## src/rtl/fma16_stim_gen.sv

```systemverilog
// fma16_stim_gen: LFSR-based operand/control vector source for the fma16 datapath.
// Issues a bounded, reproducible stream of vectors over a valid/ready handshake.
`default_nettype none

module fma16_stim_gen #(
   parameter logic [15:0] SEED_X = 16'hACE1,
   parameter logic [15:0] SEED_Y = 16'h1234,
   parameter logic [15:0] SEED_Z = 16'hBEEF,
   parameter int          CNT_W  = 16
) (
   input  logic             clk,
   input  logic             reset,
   input  logic             start,
   input  logic [CNT_W-1:0] num_vec,
   input  logic             ctrl_rand,
   input  logic             cfg_mul,
   input  logic             cfg_add,
   input  logic             cfg_negr,
   input  logic             cfg_negz,
   input  logic [1:0]       cfg_roundmode,
   output logic             out_valid,
   input  logic             out_ready,
   output logic [15:0]      x,
   output logic [15:0]      y,
   output logic [15:0]      z,
   output logic             mul,
   output logic             add,
   output logic             negr,
   output logic             negz,
   output logic [1:0]       roundmode,
   output logic [CNT_W-1:0] vec_idx,
   output logic             busy,
   output logic             done
);

   // An all-zero seed would lock the LFSR, so it is replaced by 1.
   localparam logic [15:0] c_SEED_X = (SEED_X == 16'h0000) ? 16'h0001 : SEED_X;
   localparam logic [15:0] c_SEED_Y = (SEED_Y == 16'h0000) ? 16'h0001 : SEED_Y;
   localparam logic [15:0] c_SEED_Z = (SEED_Z == 16'h0000) ? 16'h0001 : SEED_Z;
   localparam logic [15:0] c_TAPS   = 16'hB400;
   localparam logic [CNT_W-1:0] c_ONE = {{(CNT_W-1){1'b0}}, 1'b1};

   typedef enum logic [1:0] {
      ST_IDLE = 2'd0,
      ST_RUN  = 2'd1,
      ST_DONE = 2'd2
   } state_t;

   state_t           state_q, state_d;
   logic [15:0]      lx_q, lx_d;
   logic [15:0]      ly_q, ly_d;
   logic [15:0]      lz_q, lz_d;
   logic [CNT_W-1:0] idx_q, idx_d;
   logic [CNT_W-1:0] cnt_q, cnt_d;
   logic             rand_q, rand_d;
   logic [5:0]       cfg_q, cfg_d;

   logic [5:0]       w_rand_ctrl;
   logic [5:0]       w_ctrl;
   logic             w_show;

   function automatic logic [15:0] lfsr_step(input logic [15:0] s);
      return (s >> 1) ^ (s[0] ? c_TAPS : 16'h0000);
   endfunction

   always_comb begin
      state_d = state_q;
      lx_d    = lx_q;
      ly_d    = ly_q;
      lz_d    = lz_q;
      idx_d   = idx_q;
      cnt_d   = cnt_q;
      rand_d  = rand_q;
      cfg_d   = cfg_q;

      unique case (state_q)
         ST_IDLE, ST_DONE: begin
            if (start) begin
               cnt_d   = num_vec;
               rand_d  = ctrl_rand;
               cfg_d   = {cfg_roundmode, cfg_negz, cfg_negr, cfg_add, cfg_mul};
               lx_d    = c_SEED_X;
               ly_d    = c_SEED_Y;
               lz_d    = c_SEED_Z;
               idx_d   = '0;
               state_d = (num_vec == '0) ? ST_DONE : ST_RUN;
            end
         end
         ST_RUN: begin
            if (out_ready) begin
               lx_d = lfsr_step(lx_q);
               ly_d = lfsr_step(ly_q);
               lz_d = lfsr_step(lz_q);
               // The index stops on the last vector so DONE reports count-1.
               if (idx_q == cnt_q - c_ONE) begin
                  state_d = ST_DONE;
               end else begin
                  idx_d = idx_q + c_ONE;
               end
            end
         end
         default: state_d = ST_IDLE;
      endcase
   end

   always_ff @(posedge clk or posedge reset) begin
      if (reset) begin
         state_q <= ST_IDLE;
         lx_q    <= c_SEED_X;
         ly_q    <= c_SEED_Y;
         lz_q    <= c_SEED_Z;
         idx_q   <= '0;
         cnt_q   <= '0;
         rand_q  <= 1'b0;
         cfg_q   <= '0;
      end else begin
         state_q <= state_d;
         lx_q    <= lx_d;
         ly_q    <= ly_d;
         lz_q    <= lz_d;
         idx_q   <= idx_d;
         cnt_q   <= cnt_d;
         rand_q  <= rand_d;
         cfg_q   <= cfg_d;
      end
   end

   // Data outputs read zero until the first run so reset presents a clean bus.
   assign w_show      = (state_q != ST_IDLE);
   assign w_rand_ctrl = lz_q[5:0] ^ ly_q[15:10];
   assign w_ctrl      = rand_q ? w_rand_ctrl : cfg_q;

   assign x         = w_show ? lx_q : 16'h0000;
   assign y         = w_show ? ly_q : 16'h0000;
   assign z         = w_show ? lz_q : 16'h0000;
   assign mul       = w_show & w_ctrl[0];
   assign add       = w_show & w_ctrl[1];
   assign negr      = w_show & w_ctrl[2];
   assign negz      = w_show & w_ctrl[3];
   assign roundmode = w_show ? w_ctrl[5:4] : 2'b00;

   assign out_valid = (state_q == ST_RUN);
   assign busy      = (state_q == ST_RUN);
   assign done      = (state_q == ST_DONE);
   assign vec_idx   = idx_q;

endmodule

`default_nettype wire

```

## config.mk

```make
export PLATFORM = sky130hd
export DESIGN_NAME = fma16_stim_gen
export DESIGN_NICKNAME = d
export VERILOG_FILES = /design/src/rtl/fma16_stim_gen.sv
export SDC_FILE = /design/constraint.sdc
export NUM_CORES = 1
export LEC_CHECK = 0
export CORE_ASPECT_RATIO = 2
export CORE_MARGIN = 5
export CORE_UTILIZATION = 30
export DETAILED_ROUTE_END_ITERATION = 7
export GPL_ROUTABILITY_DRIVEN = 0
export SLEW_MARGIN = 20
export SYNTH_ARGS = -nofsm -noshare
export SYNTH_HDL_FRONTEND = slang
export SYNTH_SLANG_ARGS = --single-unit
```

## constraint.sdc

```tcl
create_clock -name clk -period 4.1 [get_ports clk]
set_clock_uncertainty 0.1 [all_clocks]
set_input_delay 0.615 -clock clk [delete_from_list [all_inputs] [get_ports clk]]
set_output_delay 0.615 -clock clk [all_outputs]
set_load 0.02 [all_outputs]
```

==> metrics.md, run 1 <==
| Metric | Value |
|---|---|
| Cts repair resizes | `0` |
| WL met1 | `6.55 mm` |
| Vias in the first global route | `4291` |
| DRT iter0 DRCs | `152` |
| Unrepaired setup endpoints after global routing | `false` |
| Main flop type after synthesis | `dfrtp_1` |
| CP max-delay cell | `o311ai_2` |
| I/O pin cnt | `100` |
| DRC Markers | `0` |
| Post-CTS setup buffer count | `0` |
| Initial Utilization | `30.2%` |
| P_leak | `2.70 nW` |
| Post-DP HPWL | `9.53 mm` |
| Initial antenna violation count | `0` |
| Max Cap Viol | `0` |
| Fin crit share | `85.4%` |
| CTS max path bufs | `2` |
| Depth of the most critical reg-to-reg path | `9` |
| Slew HR | `49.0%` |
| Min Tclk post-route | `3500 ps` |
| Post-Synthesis Cell Area | `5010 sq um` |
| Clock Sinks | `89` |
| Fin. Hold Viols | `0` |
| Syn Area/Cell | `8.51 sq um` |
| Worst Path Max Fanout | `11` |
| Worst-path cell chain | `inv_1 -> ha_1 -> or3b_4 -> a221o_1 -> a2111o_1 -> or4_4 -> o311ai_2 -> o21ai_0 -> a21oi_1` |
| Vias | `4354` |
| Fin Hold WS | `372 ps` |
| Top layer in use | `met4` |
| Post-synthesis cell count | `589` |
| Fin nets | `699` |
| Fin Setup TNS | `0 ps` |
| Yosys warnings | `0` |
| Most common cell in the netlist | `nand2_1` |
| Share of cells above drive strength 1 | `10.1%` |
| Post-CTS Hold Fix Bufs | `0` |
| WL met3 | `672 um` |
| Met2 routed WL | `6.11 mm` |
| Hold WC Path Type | `reg2reg` |
| PD cells | `837 nW/um^2` |
| Yosys top cell area share | `31.4%` |
| Total CTS buffers | `9` |
| First-pass GRT wire length | `22.2 mm` |
| Largest net degree at the start of global routing | `55` |
| Ys async rst share | `100%` |
| Num rows | `67` |
| Max incr delay on CP | `590 ps` |
| Antenna Cells | `0` |
| Pre-Repair DR Iteration Count | `5` |
| Placed cell area | `6230 sq um` |
| Crit path launch type | `flop` |
| P&R area growth vs syn | `30.6%` |
| Final ANT Viol Nets | `0` |
| Die span in x | `101 um` |
| Slew Viols, Final | `0` |
| Total grt overflow | `0` |
| Core Region | `16600 sq um` |
| H-tree levels | `3` |
| Synth area leader | `dfrtp_1` |
| # fillers | `1713` |
| Yosys reg bits | `89` |
| Drt via density | `4.94` |
| Final setup violation count | `0` |
| Critical path arrival | `3670 ps` |
| Design area | `6550 sq um` |
| CTS tree | `yes` |
| Number of enable flip-flop cells after synthesis | `0` |
| Run status | `complete, no violations` |
| Part of the Yosys area used for sequential elements | `45.1%` |
| Die area | `19600 sq um` |
| Worst Hold Depth | `2` |
| Worst-path clk slew | `70 ps` |
| Final WL | `13.4 mm` |
| DR WL/cell | `15.2 um` |
| Clock latency on the worst-skew pair | `340 ps` |
| Req. time, crit path | `4270 ps` |
| Clock root buffer | `clkbuf_16` |
| Peak VDD IR | `0.000521 V` |
| Post-synthesis cell type count | `60` |
| Number of port buffers | `99` |
| GR Util All Layers | `14.1%` |
| Most frequent cells after synthesis | `nand2_1, nor2_1, dfrtp_1, nor2b_1, xnor2_1` |
| Crit end category | `flop` |
| Top post-synthesis cells by area | `dfrtp_1, dfstp_2, nand2_1, nor2b_1, xnor2_1` |
| Die Y-Extent | `193 um` |
| Synth Net Count | `618` |
| Slew @ Worst Pin | `759 ps` |
| Maximum clock rate | `286 MHz` |
| CP Class | `reg2reg` |
## flip-flops by register name (all words and copies together), names as in the netlist
name and flops:
vec_idx 16, cfg_q 6, cnt_q 16, state_q 2, rand_q 1, lz_q 16, ly_q 16, lx_q 16
## metal layers
layer / up-vias / global-route usage (%)
met5: - / 0
met1: 2050 / 20.2
li1: 2189 / -
met4: 0 / 4.15
met3: 4 / 3.08
met2: 111 / 21.3
## through the flow
stage / power [mW] / std cells / setup WS, ps / utilization, %
finish: 5.48 / 882 / 600 / 39.4
CTS: 5.54 / 882 / 594 / 39.4
detailed placement: 4.64 / 866 / 599 / 37.5
global route: 5.91 / 882 / 363 / 39.4
global placement: 4.59 / 865 / 700 / 37.4
floorplan: 3.58 / 589 / 1000 / -
## critical path: cells and delay by family (launching register included)
family | cells | cell delay, ps
AOI/OAI and AO/OA | 5 | 1620
and+or+nand+nor | 2 | 960
DFF | 1 | 420
adders and majority gates | 1 | 240
buffers and inverters | 1 | 100
## path summary, 6_finish.rpt
check / start / end / slack [ps]
setup reg to reg: cnt_q[0] / vec_idx[3] / 600
max in group asynchronous: reset / lz_q[0] / 2580
hold reg to reg: cfg_q[2] / cfg_q[2] / 370
setup / recovery: cnt_q[0] / vec_idx[3] / 600
min in group asynchronous: reset / lx_q[4] / 550
hold / removal: cfg_q[2] / cfg_q[2] / 370
## kinds of logic (layout without fill, tap and decap cells)
logic type	Yosys count	after routing	synth area share, %
AND/OR/NAND/NOR	334	334	32.6
flip-flops	89	89	45.1
AO/OA/AOI/OAI	77	77	10.9
buffers and inverters	48	134	4.09
XOR/XNOR	38	38	6.64
adder cells (fa/ha/maj)	2	2	0.499
multiplexers	1	1	0.200
## power by group
| group | internal [mW] | switching [mW] |
|---|---|---|
| Combinational | 1.33 | 1.50 |
| Sequential | 1.33 | 0.444 |
| Clock | 0.522 | 0.351 |
| Total | 3.18 | 2.30 |
## layout make-up
| type | instances | area, sq um | area share [%] |
|---|---|---|---|
| clock inverters | 4 | 50.0 | 0.765 |
| multi-input cells | 452 | 2580 | 39.4 |
| inverters | 10 | 38.8 | 0.593 |
| repair buffers | 108 | 1090 | 16.7 |
| flip-flops and latches | 89 | 2260 | 34.5 |
| clock buffers | 12 | 267 | 4.07 |
| well taps | 207 | 259 | 3.96 |
## cells in the final DEF (no fill, tap or decap), types with 8 or more instances in the layout
cell type,count
a21oi_1,12
a31oi_1,10
clkbuf_16,9
clkdlybuf4s50_1,99
dfrtp_1,63
dfstp_2,26
inv_1,8
nand2_1,115
nand3_1,28
nor2_1,62
nor2b_1,49
nor3_1,25
o21ai_0,11
o31ai_1,9
or3_1,8
or4_1,9
xnor2_1,29
xor2_1,9
Note: power is estimated with default switching activity, not from simulation.
==> inputs of run 2 (changes only) <==
MAX_ROUTING_LAYER = met4   (was not set)
==> run 2 against run 1 <==
Against the previous run: flip-flop and latch count is the same; die area unchanged; total power about the same; critical path type unchanged.
==> metrics.md, run 2 (synthesized netlist as in run 1, its figures left out) <==
| Metric | Value |
|---|---|
| Run status | `complete, no violations` |
| Die span in x | `101 um (unchanged)` |
| Antenna Cells | `0 (unchanged)` |
| Crit end category | `flop` |
| Commonest non-fill, non-tap cell in the layout | `nand2_1` |
| Worst R2R Start | `cnt_q[0]` |
| P_leak | `2.70 nW (unchanged)` |
| P&R area growth vs syn | `30.6% (unchanged)` |
| Largest net degree at the start of global routing | `55 (unchanged)` |
| Die Y-Extent | `193 um (unchanged)` |
| Post-CTS setup buffer count | `0 (unchanged)` |
| Final ANT Viol Nets | `0 (unchanged)` |
| Total CTS buffers | `9 (unchanged)` |
| Buf/Inv on CP | `1 (unchanged)` |
| Unrepaired setup endpoints after global routing | `false` |
| I/O pin cnt | `100 (unchanged)` |
| Delay-heaviest family, CP | `compound AO/OA/AOI/OAI gates` |
| Worst-path clk slew | `70 ps (about the same)` |
| Critical path arrival | `3660 ps (about the same)` |
| R2r setup slk | `610 ps (about the same)` |
| Slew Viols, Final | `0 (unchanged)` |
| Depth of the most critical reg-to-reg path | `9 (unchanged)` |
| Slew @ Worst Pin | `773 ps (+14.4 ps)` |
| Worst-path cell chain | `inv_1 -> ha_1 -> or3b_4 -> a221o_1 -> a2111o_1 -> or4_4 -> o311ai_2 -> o21ai_0 -> a21oi_1` |
| Placed cell area | `6230 sq um (unchanged)` |
| Max Cap Viol | `0 (unchanged)` |
| Initial antenna violation count | `0 (unchanged)` |
| Req. time, crit path | `4270 ps (about the same)` |
| Max incr delay on CP | `580 ps (about the same)` |
| Final non-filler cell total | `882 (unchanged)` |
| Commonest cells after routing, fill and taps aside | `nand2_1, clkdlybuf4s50_1, dfrtp_1` |
| Share of cells above drive strength 1 | `10.1% (unchanged)` |
| Pre-Repair DR Iteration Count | `5 (unchanged)` |
| Die area | `19600 sq um (unchanged)` |
| Drt via density | `4.97 (+0.60%)` |
| Initial Utilization | `30.2% (unchanged)` |
| DRC Markers | `0 (unchanged)` |
| DRT iter0 DRCs | `165 (+8.6%)` |
| Worst Path Max Fanout | `11 (unchanged)` |
| DR WL/cell | `15.2 um (-0.16%)` |
| Hold worst-path end | `cfg_q[2]` |
| Peak VDD IR | `0.000521 V (about the same)` |
| CTS max path bufs | `2 (unchanged)` |
| Hold WC Path Type | `reg2reg` |
| Number of port buffers | `99 (unchanged)` |
| Placed cells | `866 (unchanged)` |
| Design area | `6550 sq um (unchanged)` |
| Pre-CTS WS | `599 ps (unchanged)` |
| PD cells | `837 nW/um^2 (about the same)` |
| Vias | `4380 (+0.60%)` |
| Worst Hold Depth | `2 (unchanged)` |
| H-tree levels | `3 (unchanged)` |
| Slew HR | `48.0% (-0.97 points)` |
| Vias in the first global route | `4290 (-0.023%)` |
| CTS tree | `yes` |
| Hold Startpoint | `cfg_q[2]` |
| First-pass GRT wire length | `22.1 mm (about the same)` |
| Total grt overflow | `0 (unchanged)` |
| GR Util All Layers | `14.5% (+0.40 points)` |
| Crit path launch type | `flop` |
| Core Region | `16600 sq um (unchanged)` |
| Final WS setup | `605 ps (+5.55 ps)` |
| Min Tclk post-route | `3490 ps (-5.55 ps)` |
| Maximum clock rate | `286 MHz (+0.16%)` |
| Final setup violation count | `0 (unchanged)` |
| CP max-delay cell | `o311ai_2` |
| Cts repair resizes | `0 (unchanged)` |
| Fin Setup TNS | `0 ps (unchanged)` |
| Final Util | `39.4% (unchanged)` |
| Clock root buffer | `clkbuf_16` |
| Fin. Hold Viols | `0 (unchanged)` |
| Num rows | `67 (unchanged)` |
| Worst reg2reg endpoint | `vec_idx[3]` |
| Clock Sinks | `89 (unchanged)` |
| Clock latency on the worst-skew pair | `340 ps (about the same)` |
| Post-CTS Hold Fix Bufs | `0 (unchanged)` |
| Fin crit share | `85.2% (-0.14 points)` |
| Final WL | `13.4 mm (-0.16%)` |
| Post-DP HPWL | `9.53 mm (unchanged)` |
| CP Class | `reg2reg` |
| Fin nets | `699 (unchanged)` |
## run 2: cell counts in the layout (fill, tap and decap cells not counted)
No cell type changed its count.
## run 2: report_power, final
part / switching, mW / leakage, nW / internal, mW / total, mW
clock network: 0.349 / 0.151 / 0.522 / 0.871
logic: 1.50 / 1.48 / 1.33 / 2.83
registers: 0.445 / 1.07 / 1.33 / 1.78
## run 2: cell type report
type                            count  area [sq um]
Clock buffer                       12           267
Sequential cell                    89          2260
Fill cell                        1713         10100
Tap cell                          207           259
Multi-Input combinational cell    452          2580
Inverter                           10          38.8
Clock inverter                      4          50.0
Timing Repair Buffer              108          1090
## run 2: worst max path at each step
stage,from,to,depth (start not counted)
floorplan,cnt_q[0],vec_idx[4],10
global placement,cnt_q[0],vec_idx[3],9
detailed placement,cnt_q[0],vec_idx[3],9
CTS,cnt_q[0],vec_idx[3],9
global route,cnt_q[0],vec_idx[3],9
finish,cnt_q[0],vec_idx[3],9
## run 2: routing by layer
metal / global-route usage (%) / wire, um / vias up
li1: - / - / 2195
met1: 20.6 / 6560 / 2062
met2: 21.2 / 6060 / 116
met3: 2.57 / 634 / 7
met4: 4.15 / 125 / 0
met5: - / 0 / -
## run 2: per-stage QoR
step | hold slack [ps] | total power, mW
5_1_grt | 405 | 5.91
3_3_place_gp | 359 | 4.59
2_1_floorplan | 346 | 3.58
6_report | 371 | 5.48
4_1_cts | 379 | 5.54
3_5_place_dp | 363 | 4.64
## run 2: worst register-to-register path: stages, from the launching register on
cell,delay [ps]
dfrtp_1,420
inv_1,100
ha_1,240
or3b_4,440
a221o_1,300
a2111o_1,370
or4_4,520
o311ai_2,580
o21ai_0,190
a21oi_1,170
